<file path="src/rtl/simple_uart_pkg.sv">
// simple_uart shared definitions: register map, frame constants, FSM states.
// No ports; imported by the interface, the receiver and the top level.
package simple_uart_pkg;

   localparam int UART_ADDR_W = 3;

   localparam logic [UART_ADDR_W-1:0] UART_SOFTRESET = 3'd0;
   localparam logic [UART_ADDR_W-1:0] UART_DIV       = 3'd1;
   localparam logic [UART_ADDR_W-1:0] UART_TXDATA    = 3'd2;
   localparam logic [UART_ADDR_W-1:0] UART_TXEN      = 3'd3;
   localparam logic [UART_ADDR_W-1:0] UART_RXEN      = 3'd4;
   localparam logic [UART_ADDR_W-1:0] UART_TXREADY   = 3'd5;
   localparam logic [UART_ADDR_W-1:0] UART_RXSTAT    = 3'd6;
   localparam logic [UART_ADDR_W-1:0] UART_RXDATA    = 3'd7;

   localparam int FRAME_BITS = 10;
   localparam int DIV_MIN    = 4;

   // start + stop bracket the payload
   localparam int DATA_BITS = FRAME_BITS - 2;
   localparam logic [2:0] LAST_BIT = 3'(DATA_BITS - 1);

   typedef enum logic [1:0] {
      TX_IDLE,
      TX_START,
      TX_DATA,
      TX_STOP
   } tx_state_e;

   typedef enum logic [1:0] {
      RX_IDLE,
      RX_START,
      RX_DATA,
      RX_STOP
   } rx_state_e;

endpackage

</file>
<file path="src/rtl/simple_uart_if.sv">
// Native valid/ready peripheral bus between CPU (master) and UART (slave).
// valid/address/wdata/wstrb from master; rdata/ready back from slave.
interface simple_uart_if #(
   parameter int ADDR_W = simple_uart_pkg::UART_ADDR_W,
   parameter int DATA_W = 32
);

   logic              valid;
   logic [ADDR_W-1:0] address;
   logic [DATA_W-1:0] wdata;
   logic              wstrb;
   logic [DATA_W-1:0] rdata;
   logic              ready;

   modport master (
      output valid, address, wdata, wstrb,
      input  rdata, ready
   );

   modport slave (
      input  valid, address, wdata, wstrb,
      output rdata, ready
   );

endinterface

</file>
<file path="src/rtl/simple_uart_rx.sv">
// 8N1 receiver: 2-flop synchronizer, start-edge qualify, centre sampling.
// Ports: clk, reset, clr (abort), en, div (effective), rxd in; rx_byte, done out.
module simple_uart_rx
   import simple_uart_pkg::*;
#(
   parameter int DIV_W = 16
) (
   input  logic             clk,
   input  logic             reset,
   input  logic             clr,
   input  logic             en,
   input  logic [DIV_W-1:0] div,
   input  logic             rxd,
   output logic [7:0]       rx_byte,
   output logic             done
);

   logic sync1_q;
   logic sync2_q;
   logic prev_q;

   rx_state_e state_q, state_d;
   logic [DIV_W-1:0] cnt_q, cnt_d;
   logic [2:0]       bit_q, bit_d;
   logic [7:0]       sh_q, sh_d;

   logic bit_end;
   logic half_end;

   assign bit_end  = cnt_q >= div - DIV_W'(1);
   assign half_end = cnt_q >= (div >> 1) - DIV_W'(1);

   // synchronizer plus one flop of history for edge detection
   always_ff @(posedge clk) begin
      if (reset) begin
         sync1_q <= 1'b1;
         sync2_q <= 1'b1;
         prev_q  <= 1'b1;
      end else begin
         sync1_q <= rxd;
         sync2_q <= sync1_q;
         prev_q  <= sync2_q;
      end
   end

   always_ff @(posedge clk) begin
      if (reset) begin
         state_q <= RX_IDLE;
         cnt_q   <= '0;
         bit_q   <= '0;
         sh_q    <= '0;
      end else begin
         state_q <= state_d;
         cnt_q   <= cnt_d;
         bit_q   <= bit_d;
         sh_q    <= sh_d;
      end
   end

   always_comb begin
      state_d = state_q;
      cnt_d   = cnt_q + DIV_W'(1);
      bit_d   = bit_q;
      sh_d    = sh_q;
      unique case (state_q)
         RX_IDLE: begin
            cnt_d = '0;
            bit_d = '0;
            if (en && prev_q && !sync2_q) begin
               state_d = RX_START;
            end
         end
         RX_START: begin
            // high at mid start bit means the edge was a glitch
            if (half_end) begin
               cnt_d   = '0;
               state_d = sync2_q ? RX_IDLE : RX_DATA;
            end
         end
         RX_DATA: begin
            if (bit_end) begin
               cnt_d = '0;
               sh_d  = {sync2_q, sh_q[7:1]};
               if (bit_q == LAST_BIT) begin
                  state_d = RX_STOP;
               end else begin
                  bit_d = bit_q + 3'd1;
               end
            end
         end
         RX_STOP: begin
            if (bit_end) begin
               cnt_d   = '0;
               state_d = RX_IDLE;
            end
         end
         default: state_d = RX_IDLE;
      endcase
      if (clr || !en) begin
         state_d = RX_IDLE;
         cnt_d   = '0;
         bit_d   = '0;
      end
   end

   // a low stop sample is a framing error: no strobe
   always_comb begin
      done    = (state_q == RX_STOP) && bit_end && sync2_q && en && !clr;
      rx_byte = sh_q;
   end

endmodule

</file>
<file path="src/rtl/simple_uart.sv">
// Memory-mapped 8N1 UART: register file, transmitter, receiver instance.
// Ports: clk, reset, bus (valid/ready slave), txd out, rxd in (async).
module simple_uart
   import simple_uart_pkg::*;
#(
   parameter int DATA_W = 32,
   parameter int ADDR_W = UART_ADDR_W,
   parameter int DIV_W  = 16
) (
   input  logic         clk,
   input  logic         reset,
   simple_uart_if.slave bus,
   output logic         txd,
   input  logic         rxd
);

   logic              ready_q, ready_d;
   logic [DATA_W-1:0] rdata_q, rdata_d;
   logic [ADDR_W-1:0] addr_q, addr_d;
   logic [DATA_W-1:0] wdata_q, wdata_d;
   logic              wstrb_q, wstrb_d;

   logic [DIV_W-1:0] div_q, div_d;
   logic             txen_q, txen_d;
   logic             rxen_q, rxen_d;
   logic             rx_ready_q, rx_ready_d;
   logic             overrun_q, overrun_d;
   logic [7:0]       rx_data_q, rx_data_d;

   tx_state_e        tx_state_q, tx_state_d;
   logic [DIV_W-1:0] tx_cnt_q, tx_cnt_d;
   logic [2:0]       tx_bit_q, tx_bit_d;
   logic [7:0]       tx_sh_q, tx_sh_d;
   logic             tx_ready;

   logic [DIV_W-1:0] div_eff;
   logic             tx_bit_end;
   logic             wr_en, rd_en;
   logic             wr_soft, wr_div, wr_tx, wr_txen, wr_rxen;
   logic             rd_stat, rd_data;
   logic             tx_go, tx_abort, rx_clr;
   logic             rx_done;
   logic [7:0]       rx_byte;

   logic unused_wdata;
   assign unused_wdata = ^wdata_q[DATA_W-1:DIV_W];

   assign div_eff = (div_q < DIV_W'(DIV_MIN)) ? DIV_W'(DIV_MIN) : div_q;

   // writes act in the ready cycle from the captured request
   assign wr_en   = ready_q && wstrb_q;
   assign wr_soft = wr_en && addr_q == ADDR_W'(UART_SOFTRESET) && wdata_q[0];
   assign wr_div  = wr_en && addr_q == ADDR_W'(UART_DIV);
   assign wr_tx   = wr_en && addr_q == ADDR_W'(UART_TXDATA);
   assign wr_txen = wr_en && addr_q == ADDR_W'(UART_TXEN);
   assign wr_rxen = wr_en && addr_q == ADDR_W'(UART_RXEN);

   // reads sample (and clear flags) in the request cycle
   assign rd_en   = bus.valid && !bus.wstrb;
   assign rd_stat = rd_en && bus.address == ADDR_W'(UART_RXSTAT);
   assign rd_data = rd_en && bus.address == ADDR_W'(UART_RXDATA);

   assign tx_go    = wr_tx && txen_q && tx_ready;
   assign tx_abort = wr_soft || (wr_txen && !wdata_q[0]);
   assign rx_clr   = wr_soft || (wr_rxen && !wdata_q[0]);

   assign bus.ready = ready_q;
   assign bus.rdata = rdata_q;

   simple_uart_rx #(
      .DIV_W(DIV_W)
   ) u_rx (
      .clk    (clk),
      .reset  (reset),
      .clr    (rx_clr),
      .en     (rxen_q),
      .div    (div_eff),
      .rxd    (rxd),
      .rx_byte(rx_byte),
      .done   (rx_done)
   );

   always_ff @(posedge clk) begin
      if (reset) begin
         ready_q    <= 1'b0;
         rdata_q    <= '0;
         addr_q     <= '0;
         wdata_q    <= '0;
         wstrb_q    <= 1'b0;
         div_q      <= '0;
         txen_q     <= 1'b0;
         rxen_q     <= 1'b0;
         rx_ready_q <= 1'b0;
         overrun_q  <= 1'b0;
         rx_data_q  <= '0;
      end else begin
         ready_q    <= ready_d;
         rdata_q    <= rdata_d;
         addr_q     <= addr_d;
         wdata_q    <= wdata_d;
         wstrb_q    <= wstrb_d;
         div_q      <= div_d;
         txen_q     <= txen_d;
         rxen_q     <= rxen_d;
         rx_ready_q <= rx_ready_d;
         overrun_q  <= overrun_d;
         rx_data_q  <= rx_data_d;
      end
   end

   always_comb begin
      ready_d = bus.valid;
      addr_d  = addr_q;
      wdata_d = wdata_q;
      wstrb_d = wstrb_q;
      if (bus.valid) begin
         addr_d  = bus.address;
         wdata_d = bus.wdata;
         wstrb_d = bus.wstrb;
      end

      rdata_d = '0;
      if (rd_en) begin
         case (bus.address)
            ADDR_W'(UART_DIV):     rdata_d = DATA_W'(div_q);
            ADDR_W'(UART_TXEN):    rdata_d = DATA_W'(txen_q);
            ADDR_W'(UART_RXEN):    rdata_d = DATA_W'(rxen_q);
            ADDR_W'(UART_TXREADY): rdata_d = DATA_W'(tx_ready);
            ADDR_W'(UART_RXSTAT):  rdata_d = DATA_W'({overrun_q, rx_ready_q});
            ADDR_W'(UART_RXDATA):  rdata_d = DATA_W'(rx_data_q);
            default:               rdata_d = '0;
         endcase
      end

      div_d  = wr_div ? wdata_q[DIV_W-1:0] : div_q;
      txen_d = wr_txen ? wdata_q[0] : txen_q;
      rxen_d = wr_rxen ? wdata_q[0] : rxen_q;

      rx_ready_d = rx_ready_q && !rd_data;
      overrun_d  = overrun_q && !rd_stat;
      rx_data_d  = rx_data_q;
      if (rx_done) begin
         rx_data_d  = rx_byte;
         rx_ready_d = 1'b1;
         // a same-cycle RXDATA read consumed the old byte
         if (rx_ready_q && !rd_data) begin
            overrun_d = 1'b1;
         end
      end

      if (wr_soft) begin
         txen_d     = 1'b0;
         rxen_d     = 1'b0;
         rx_ready_d = 1'b0;
         overrun_d  = 1'b0;
         rx_data_d  = '0;
      end
   end

   // transmitter: state register
   always_ff @(posedge clk) begin
      if (reset) begin
         tx_state_q <= TX_IDLE;
         tx_cnt_q   <= '0;
         tx_bit_q   <= '0;
         tx_sh_q    <= '0;
      end else begin
         tx_state_q <= tx_state_d;
         tx_cnt_q   <= tx_cnt_d;
         tx_bit_q   <= tx_bit_d;
         tx_sh_q    <= tx_sh_d;
      end
   end

   assign tx_bit_end = tx_cnt_q >= div_eff - DIV_W'(1);

   // transmitter: next state
   always_comb begin
      tx_state_d = tx_state_q;
      tx_cnt_d   = tx_cnt_q + DIV_W'(1);
      tx_bit_d   = tx_bit_q;
      tx_sh_d    = tx_sh_q;
      unique case (tx_state_q)
         TX_IDLE: begin
            tx_cnt_d = '0;
            if (tx_go) begin
               tx_state_d = TX_START;
               tx_bit_d   = '0;
               tx_sh_d    = wdata_q[7:0];
            end
         end
         TX_START: begin
            if (tx_bit_end) begin
               tx_cnt_d   = '0;
               tx_state_d = TX_DATA;
            end
         end
         TX_DATA: begin
            if (tx_bit_end) begin
               tx_cnt_d = '0;
               if (tx_bit_q == LAST_BIT) begin
                  tx_state_d = TX_STOP;
               end else begin
                  tx_bit_d = tx_bit_q + 3'd1;
               end
            end
         end
         TX_STOP: begin
            if (tx_bit_end) begin
               tx_cnt_d   = '0;
               tx_state_d = TX_IDLE;
            end
         end
         default: tx_state_d = TX_IDLE;
      endcase
      if (tx_abort) begin
         tx_state_d = TX_IDLE;
         tx_cnt_d   = '0;
      end
   end

   // transmitter: outputs
   always_comb begin
      txd      = 1'b1;
      tx_ready = 1'b0;
      unique case (tx_state_q)
         TX_IDLE:  tx_ready = 1'b1;
         TX_START: txd = 1'b0;
         TX_DATA:  txd = tx_sh_q[tx_bit_q];
         TX_STOP:  txd = 1'b1;
         default:  txd = 1'b1;
      endcase
   end

endmodule

</file>
<file path="src/flat_wrapper.sv">
// flat-port wrapper written by rule: the top's interface ports become plain ports
module simple_uart_flat import simple_uart_pkg::*;
#(
   parameter int DATA_W = 32,
   parameter int ADDR_W = UART_ADDR_W,
   parameter int DIV_W  = 16
)
  (clk, reset, txd, rxd, bus_valid, bus_address, bus_wdata, bus_wstrb, bus_rdata, bus_ready);
  simple_uart_if #(.ADDR_W(ADDR_W), .DATA_W(DATA_W)) bus_i ();
  input  logic clk;
  input  logic reset;
  output logic txd;
  input  logic rxd;
  input wire logic [$bits(bus_i.valid)-1:0] bus_valid;
  input wire logic [$bits(bus_i.address)-1:0] bus_address;
  input wire logic [$bits(bus_i.wdata)-1:0] bus_wdata;
  input wire logic [$bits(bus_i.wstrb)-1:0] bus_wstrb;
  output wire logic [$bits(bus_i.rdata)-1:0] bus_rdata;
  output wire logic [$bits(bus_i.ready)-1:0] bus_ready;
  assign bus_i.valid = bus_valid;
  assign bus_i.address = bus_address;
  assign bus_i.wdata = bus_wdata;
  assign bus_i.wstrb = bus_wstrb;
  assign bus_rdata = bus_i.rdata;
  assign bus_ready = bus_i.ready;
  simple_uart #(.DATA_W(DATA_W), .ADDR_W(ADDR_W), .DIV_W(DIV_W)) u_core (.clk(clk), .reset(reset), .bus(bus_i), .txd(txd), .rxd(rxd));
endmodule
</file>
<file path="config.mk">
export PLATFORM = sky130hd
export DESIGN_NAME = simple_uart_flat
export DESIGN_NICKNAME = d
export VERILOG_FILES = /design/src/rtl/simple_uart_pkg.sv /design/src/rtl/simple_uart_if.sv /design/src/rtl/simple_uart_rx.sv /design/src/rtl/simple_uart.sv /design/src/flat_wrapper.sv
export SDC_FILE = /design/constraint.sdc
export NUM_CORES = 1
export LEC_CHECK = 0
export BUFFER_PORTS_ARGS = -buffer_cell sky130_fd_sc_hd__clkbuf_2
export CORE_ASPECT_RATIO = 1.2
export CORE_MARGIN = 8
export CORE_UTILIZATION = 45
export CTS_BUF_LIST = sky130_fd_sc_hd__clkbuf_2
export CTS_CLUSTER_SIZE = 28
export DETAILED_ROUTE_END_ITERATION = 7
export SYNTH_ARGS = -nofsm -noshare
export SYNTH_HDL_FRONTEND = slang
export SYNTH_SLANG_ARGS = --single-unit
</file>
<file path="constraint.sdc">
create_clock -name clk -period 4.9 [get_ports clk]
set_clock_uncertainty 0.15 [all_clocks]
set_input_delay 0.735 -clock clk [delete_from_list [all_inputs] [get_ports clk]]
set_output_delay 0.735 -clock clk [all_outputs]
set_load 0.1 [all_outputs]
</file>
==> results of run 1 <==
-- power breakdown --
part,switching [µW],internal [µW]
Clock,431,138
Sequential,10.8,1040
Combinational,104,33.5
Total,546,1210
-- worst max-delay path, stage by stage, from the launching register on --
cell and delay [ns]:
dfxtp_1 0.43, nor4_4 0.34, nand4_1 0.22, nor2b_1 0.25
ha_1 0.22, and2_1 0.22, nand2_1 0.14, xor2_1 0.30
ha_1 0.32, a21o_1 0.19, a21oi_1 0.14, o21ai_0 0.12
o311ai_1 0.33, a21boi_1 0.19, o21a_1 0.24, or3_1 0.31
buf_4 0.21, nor2_1 0.13
-- metrics by stage --
step           cell area [µm²]  worst slack [ns]  util [%]
6_report                  7330             0.393      49.6
5_1_grt                   7330            0.0431      49.6
4_1_cts                   7310             0.109      49.5
3_5_place_dp              7110             0.168      48.1
3_3_place_gp              7110             0.191      48.1
2_1_floorplan             6750             0.605         -
-- cell type report --
class,count,area (µm²)
flip-flops and latches,126,2520
multi-input cells,575,3910
clock inverters,15,111
repair buffers,66,395
diodes,1,2.50
fillers,1433,7450
inverters,12,45.0
well taps,204,255
clock buffers,17,85.1
-- cell usage after synthesis (11+ instances only) --
cell / instances / share of area [%]
dfxtp_1: 126 / 38
clkbuf_1: 22 / 1.2
inv_1: 12 / 0.67
mux2i_1: 54 / 8.1
nor2_1: 98 / 5.5
ha_1: 60 / 11
a21oi_1: 34 / 2.5
and3_1: 11 / 1.0
o21ai_0: 11 / 0.82
nor3_1: 23 / 1.7
buf_4: 16 / 1.8
nand3_1: 22 / 1.6
and2_1: 12 / 1.1
xnor2_1: 24 / 3.1
xor2_1: 30 / 3.9
nand2_1: 72 / 4.0
-- cell families (layout without fill, tap and decap cells) --
| group | after synthesis | after routing | share of synthesized area (%) |
|---|---|---|---|
| adder cells (fa/ha/maj) | 60 | 60 | 11.2 |
| multiplexers | 56 | 56 | 8.75 |
| other | 2 | 18 | 0.112 |
| AND/OR/NAND/NOR | 298 | 298 | 21.5 |
| buffers and inverters | 63 | 110 | 4.90 |
| XOR/XNOR | 54 | 54 | 7.07 |
| flip-flops | 126 | 126 | 37.7 |
| AO/OA/AOI/OAI | 90 | 90 | 8.77 |
-- placed cells by master (no fill, tap or decap), drive strengths merged, types with 12 or more instances in the layout --
master,n
a21oi,34
and2,12
buf,24
clkbuf,58
conb,17
dfxtp,126
ha,60
inv,17
mux2i,54
nand2,72
nand3,22
nor2,99
nor3,23
xnor2,24
xor2,30
-- final timing paths --
path | start | slack, ns | end
hold reg to reg | u_core.u_rx.sync1_q | 0.29 | u_core.u_rx.sync2_q
setup / recovery | u_core.div_q[10] | 0.39 | u_core.tx_cnt_q[14]
hold / removal | bus_wdata[5] | 0.07 | u_core.wdata_q[5]
setup reg to reg | u_core.div_q[10] | 0.39 | u_core.tx_cnt_q[14]
-- repair_timing --
item | CTS | global route
endpoints found under the hold margin | 1 | 0
buffers inserted | 0 | 0
resized for setup | 0 | 4
setup endpoints to repair | 0 | 57
hold buffers | 1 | 0
-- flip-flops by register name, summed over array words and instances, names as in the netlist, named ones only --
register and cells:
u_core.addr_q 3, u_core.rx_ready_q 1, u_core.tx_bit_q 3, u_core.tx_cnt_q 16, u_core.wdata_q 16, u_core.tx_state_q 2
u_core.u_rx.bit_q 3, u_core.bus.ready 1, u_core.wstrb_q 1, u_core.u_rx.cnt_q 16, u_core.u_rx.state_q 1, u_core.tx_sh_q 8
u_core.u_rx.rx_byte 8, u_core.overrun_q 1, u_core.div_q 16, u_core.bus.rdata 16, u_core.u_rx.prev_q 1, u_core.rx_data_q 8
u_core.txen_q 1, u_core.u_rx.sync1_q 1, u_core.rxen_q 1, u_core.u_rx.sync2_q 1
-- routing by layer --
layer	vias to the layer above	part of all wire (%)
met5	-	0
met4	0	2.3
met3	27	2.9
met2	84	51
met1	2513	44
li1	2665	-
==> run summary, run 1 <==
Status -> complete, no violations
Worst-path fanout max -> 16
Final Hold Slack -> 0.0713 ns
CTS tree -> yes
Post-Route WL -> 15400 µm
Power per cell area -> 239 nW/µm²
Number of global-route vias before repair -> 5261
Layout cells sized above 1 -> 14.3%
H-tree depth -> 4
Grt total ovfl -> 0
Synth Area per Inst -> 8.94 µm²
Post-synthesis cell type count -> 55
RSZ-0062 raised after global routing -> false
Total of max-cap violations -> 0
Normalized max-slew margin -> 32.2%
Post-layout net count -> 898
Dpl cells -> 982
Wire length per cell -> 15.1 µm
Core Footprint -> 14800 µm²
GP Congestion -> 0.832
GRT Max-Usage Layer -> met2
Dpl hpwl -> 11900 µm
Worst Reg-to-Reg Cells -> 17
Max IR drop VDD -> 0.181 mV
FMAX -> 222 MHz
Clock transition at path regs -> 0.20 ns
TritonCTS buffer count -> 17
Root Driver -> clkbuf_2
Pwr Total -> 1760 µW
Pin count of the biggest net entering global routing -> 49
Main synth FF type -> dfxtp_1
Nature of the critical path endpoint -> flip-flop
# IOs -> 74
Starting Density -> 45.3%
Met2 Resource Use GR -> 29.5%
Clock Latency Late Sink -> 0.74 ns
Final Hold Vio Count -> 0
Vias per std cell -> 5.21
Die Span Y -> 150 µm
Chip Width -> 127 µm
Met1 Use GR -> 18.8%
Setup TNS -> 0 ns
Synth async-reset ratio -> 0%
Yosys warns -> 0
Worst hold stages -> 3
First-pass GRT wire length -> 25500 µm
Area Overhead vs Synth -> 9.52%
Worst slew pin tran -> 1.01 ns
Via count -> 5289
Sequential element share of the synthesized area -> 37.7%
Longest Clk Path Bufs -> 2
P_leak -> 0.00309 µW
GR Util All Layers -> 16.8%
Final ANT Viol Nets -> 0
Placement Rows -> 49
Residual DRC -> 0
Final cell count without fillers -> 1016
Initial drt markers -> 255
Critical Path AT -> 5.03 ns
Final Max Slew Viols -> 0
Post-synth EDFFs -> 0
Syn Inst Count -> 749
Final min period -> 4.51 ns
Req. time, crit path -> 5.43 ns
FF+latch count, synth -> 126
Initial antenna violation count -> 1
Sinks on the clock net -> 126
Min-delay worst type -> in2reg
Die ar. -> 19000 µm²
WS Path Type -> reg2reg
Drt first pass iters -> 5
Worst Setup Start Kind -> flip-flop
Port buffer count -> 41
Syn Std Cell Area -> 6690 µm²
GR Util met3 -> 4.28%
Period utilization -> 92.0%
Final setup fails -> 0
(Power assumes the default switching activity.)
==> run 2: changes to the inputs <==
--- a/config.mk
+++ b/config.mk
@@ -7,7 +7,7 @@
 export LEC_CHECK = 0
 export BUFFER_PORTS_ARGS = -buffer_cell sky130_fd_sc_hd__clkbuf_2
 export CORE_ASPECT_RATIO = 1.2
-export CORE_MARGIN = 8
+export CORE_MARGIN = 1
 export CORE_UTILIZATION = 45
 export CTS_BUF_LIST = sky130_fd_sc_hd__clkbuf_2
 export CTS_CLUSTER_SIZE = 28
==> run summary, run 2 (same netlist as run 1, synthesis figures left out) <==
WP buf/inv -> 1
Total of max-cap violations -> 0
Int Pwr -> 1380 µW
Die Span Y -> 136 µm
Pwr Total -> 1940 µW
Worst-path fanout max -> 5
P_leak -> 0.00316 µW
Vias per std cell -> 5.17
Residual DRC -> 0
Post-CTS Setup Bufs -> 0
Chip Width -> 113 µm
Final Hold Vio Count -> 0
CP delay by family, top -> simple AND/OR/NAND/NOR gates
TritonCTS buffer count -> 17
Final setup fails -> 0
Worst Setup EP -> u_core.tx_bit_q[0]
Dpl cells -> 980
Worst Setup Start Kind -> flip-flop
Sinks on the clock net -> 126
Filler cells -> 1382
Slowest-stage cell, CP -> nor4_1
Worst Reg-to-Reg Cells -> 18
GR Util All Layers -> 20.6%
Max IR drop VDD -> 0.194 mV
Sw frac -> 29.0%
Initial antenna violation count -> 1
Net Sw Power -> 564 µW
Final Max Slew Viols -> 0
Placement Rows -> 48
Final ANT Viol Nets -> 0
Root Driver -> clkbuf_2
Normalized max-slew margin -> 30.6%
Die ar. -> 15400 µm²
GP Congestion -> 0.853
Storage cell area -> 2520 µm²
Final cell count without fillers -> 1018
Longest Clk Path Bufs -> 2
Critical path, cell by cell -> nor4_1 -> nand4_1 -> nor2b_1 -> ha_1 -> nand3_1 -> nand2_1 -> nor3_1 -> xnor2_1 -> ha_1 -> o211ai_1 -> nor4_1 -> o311ai_0 -> a21boi_1 -> o2111ai_1 -> a21oi_1 -> buf_4 -> mux2i_1 -> nor2_1
Nature of the critical path endpoint -> flip-flop
Clock Latency Late Sink -> 0.72 ns
Port buffer count -> 41
RSZ-0062 raised after global routing -> false
Period utilization -> 91.9%
Power per cell area -> 261 nW/µm²
Comb pwr share -> 7.2%
Starting Density -> 46.2%
Wire length per cell -> 14.6 µm
# IOs -> 74
First-pass GRT wire length -> 24600 µm
Crit path from -> u_core.div_q[13]
CTS tree -> yes
Worst slew pin tran -> 1.04 ns
Most frequent cells in the layout -> dfxtp_1, nor2_1, nand2_1
WS Path Type -> reg2reg
Drt first pass iters -> 4
Clk pwr share -> 38.8%
CP Depth -> 18
Util after Layout -> 51.5%
Reg2Reg Capture Point -> u_core.tx_bit_q[0]
Number of global-route vias before repair -> 5099
Clock transition at path regs -> 0.21 ns
Min-delay worst type -> in2reg
H-tree depth -> 4
CP peak stage delay -> 0.45 ns
FMAX -> 222 MHz
Area Overhead vs Synth -> 11.5%
Flop pwr share -> 54.0%
Req. time, crit path -> 5.36 ns
Layout cells sized above 1 -> 14.3%
Setup TNS -> 0 ns
Commonest non-fill, non-tap cell in the layout -> dfxtp_1
Pin count of the biggest net entering global routing -> 51
Final Hold Slack -> 0.0991 ns
Post-Route WL -> 14900 µm
Core Footprint -> 14500 µm²
R2R setup slack -> 0.40 ns
Initial drt markers -> 175
Post-layout net count -> 904
Critical Path AT -> 4.96 ns
Grt total ovfl -> 0
Final min period -> 4.50 ns
Area of the multi-input gates -> 3910 µm²
Worst r2r src -> u_core.div_q[13]
Dpl hpwl -> 11400 µm
Status -> complete, no violations
Via count -> 5259
==> run 2: cell count changes in the layout (fill, tap and decap cells not counted), sizes merged <==
cell,delta
bufinv,+3
dlygate4sd3,+4
clkinv,-3
clkinvlp,-3
inv,+3
buf,+2
==> run 2: power by group through the flow <==
stage	clock (µW)	sequential, µW	combinational [µW]
floorplan	0	1070	120
global placement	0	1070	134
detailed placement	0	1070	137
CTS	784	1050	140
global route	820	1050	151
finish	754	1050	140
==> run 2: worst min path at each step <==
| stage | depth (start not counted) | slack (ns) | to | from |
|---|---|---|---|---|
| 2_1_floorplan | 1 | 0.24 | u_core.u_rx.sync2_q | u_core.u_rx.sync1_q |
| 3_3_place_gp | 1 | 0.25 | u_core.u_rx.sync2_q | u_core.u_rx.sync1_q |
| 3_5_place_dp | 1 | 0.25 | u_core.u_rx.sync2_q | u_core.u_rx.sync1_q |
| 4_1_cts | 3 | 0.006 | u_core.wdata_q[15] | bus_wdata[15] |
| 5_1_grt | 3 | 0.03 | u_core.wdata_q[11] | bus_wdata[11] |
| 6_report | 3 | 0.1 | u_core.wdata_q[3] | bus_wdata[3] |
==> run 2: cell type report <==
type	instances	share of cell area, %
antenna	1	0.0335
clock buffer	17	1.14
clock inverter	15	2.67
inverter	12	0.604
multi-input combinational	575	52.3
sequential	126	33.8
tap	200	3.35
timing repair buffer	72	6.04
==> run 2: worst reg2reg max path, delay by kind of cell, from the launching register on <==
kind,cells,cell delay (ns)
buffers and inverters,1,0.16
and+or+nand+nor,8,1.93
DFF,1,0.36
muxes,1,0.18
AOI/OAI and AO/OA,5,0.93
xor gates and xnor gates,1,0.17
adders and majority gates,2,0.53
==> run 2: routing by layer <==
layer	vias to the layer above	wire length, µm	track usage (%)
li1	2671	-	-
met1	2486	6540	23.7
met2	81	7630	36.7
met3	21	374	4.56
met4	0	326	8.70
met5	-	0	0
==> run 2: what timing repair did <==
| item | in CTS | in global routing |
|---|---|---|
| hold buffers | 5 | 0 |
| endpoints found under the hold margin | 5 | 0 |
| endpoints found under the setup margin | 0 | 24 |
| gates resized for setup | 0 | 1 |
==> run 2: metrics by stage <==
| stage | area, µm² | setup slack, ns |
|---|---|---|
| 2_1_floorplan | 6750 | 0.605 |
| 3_3_place_gp | 7120 | 0.393 |
| 3_5_place_dp | 7120 | 0.334 |
| 4_1_cts | 7450 | 0.315 |
| 5_1_grt | 7460 | 0.00990 |
| 6_report | 7460 | 0.399 |
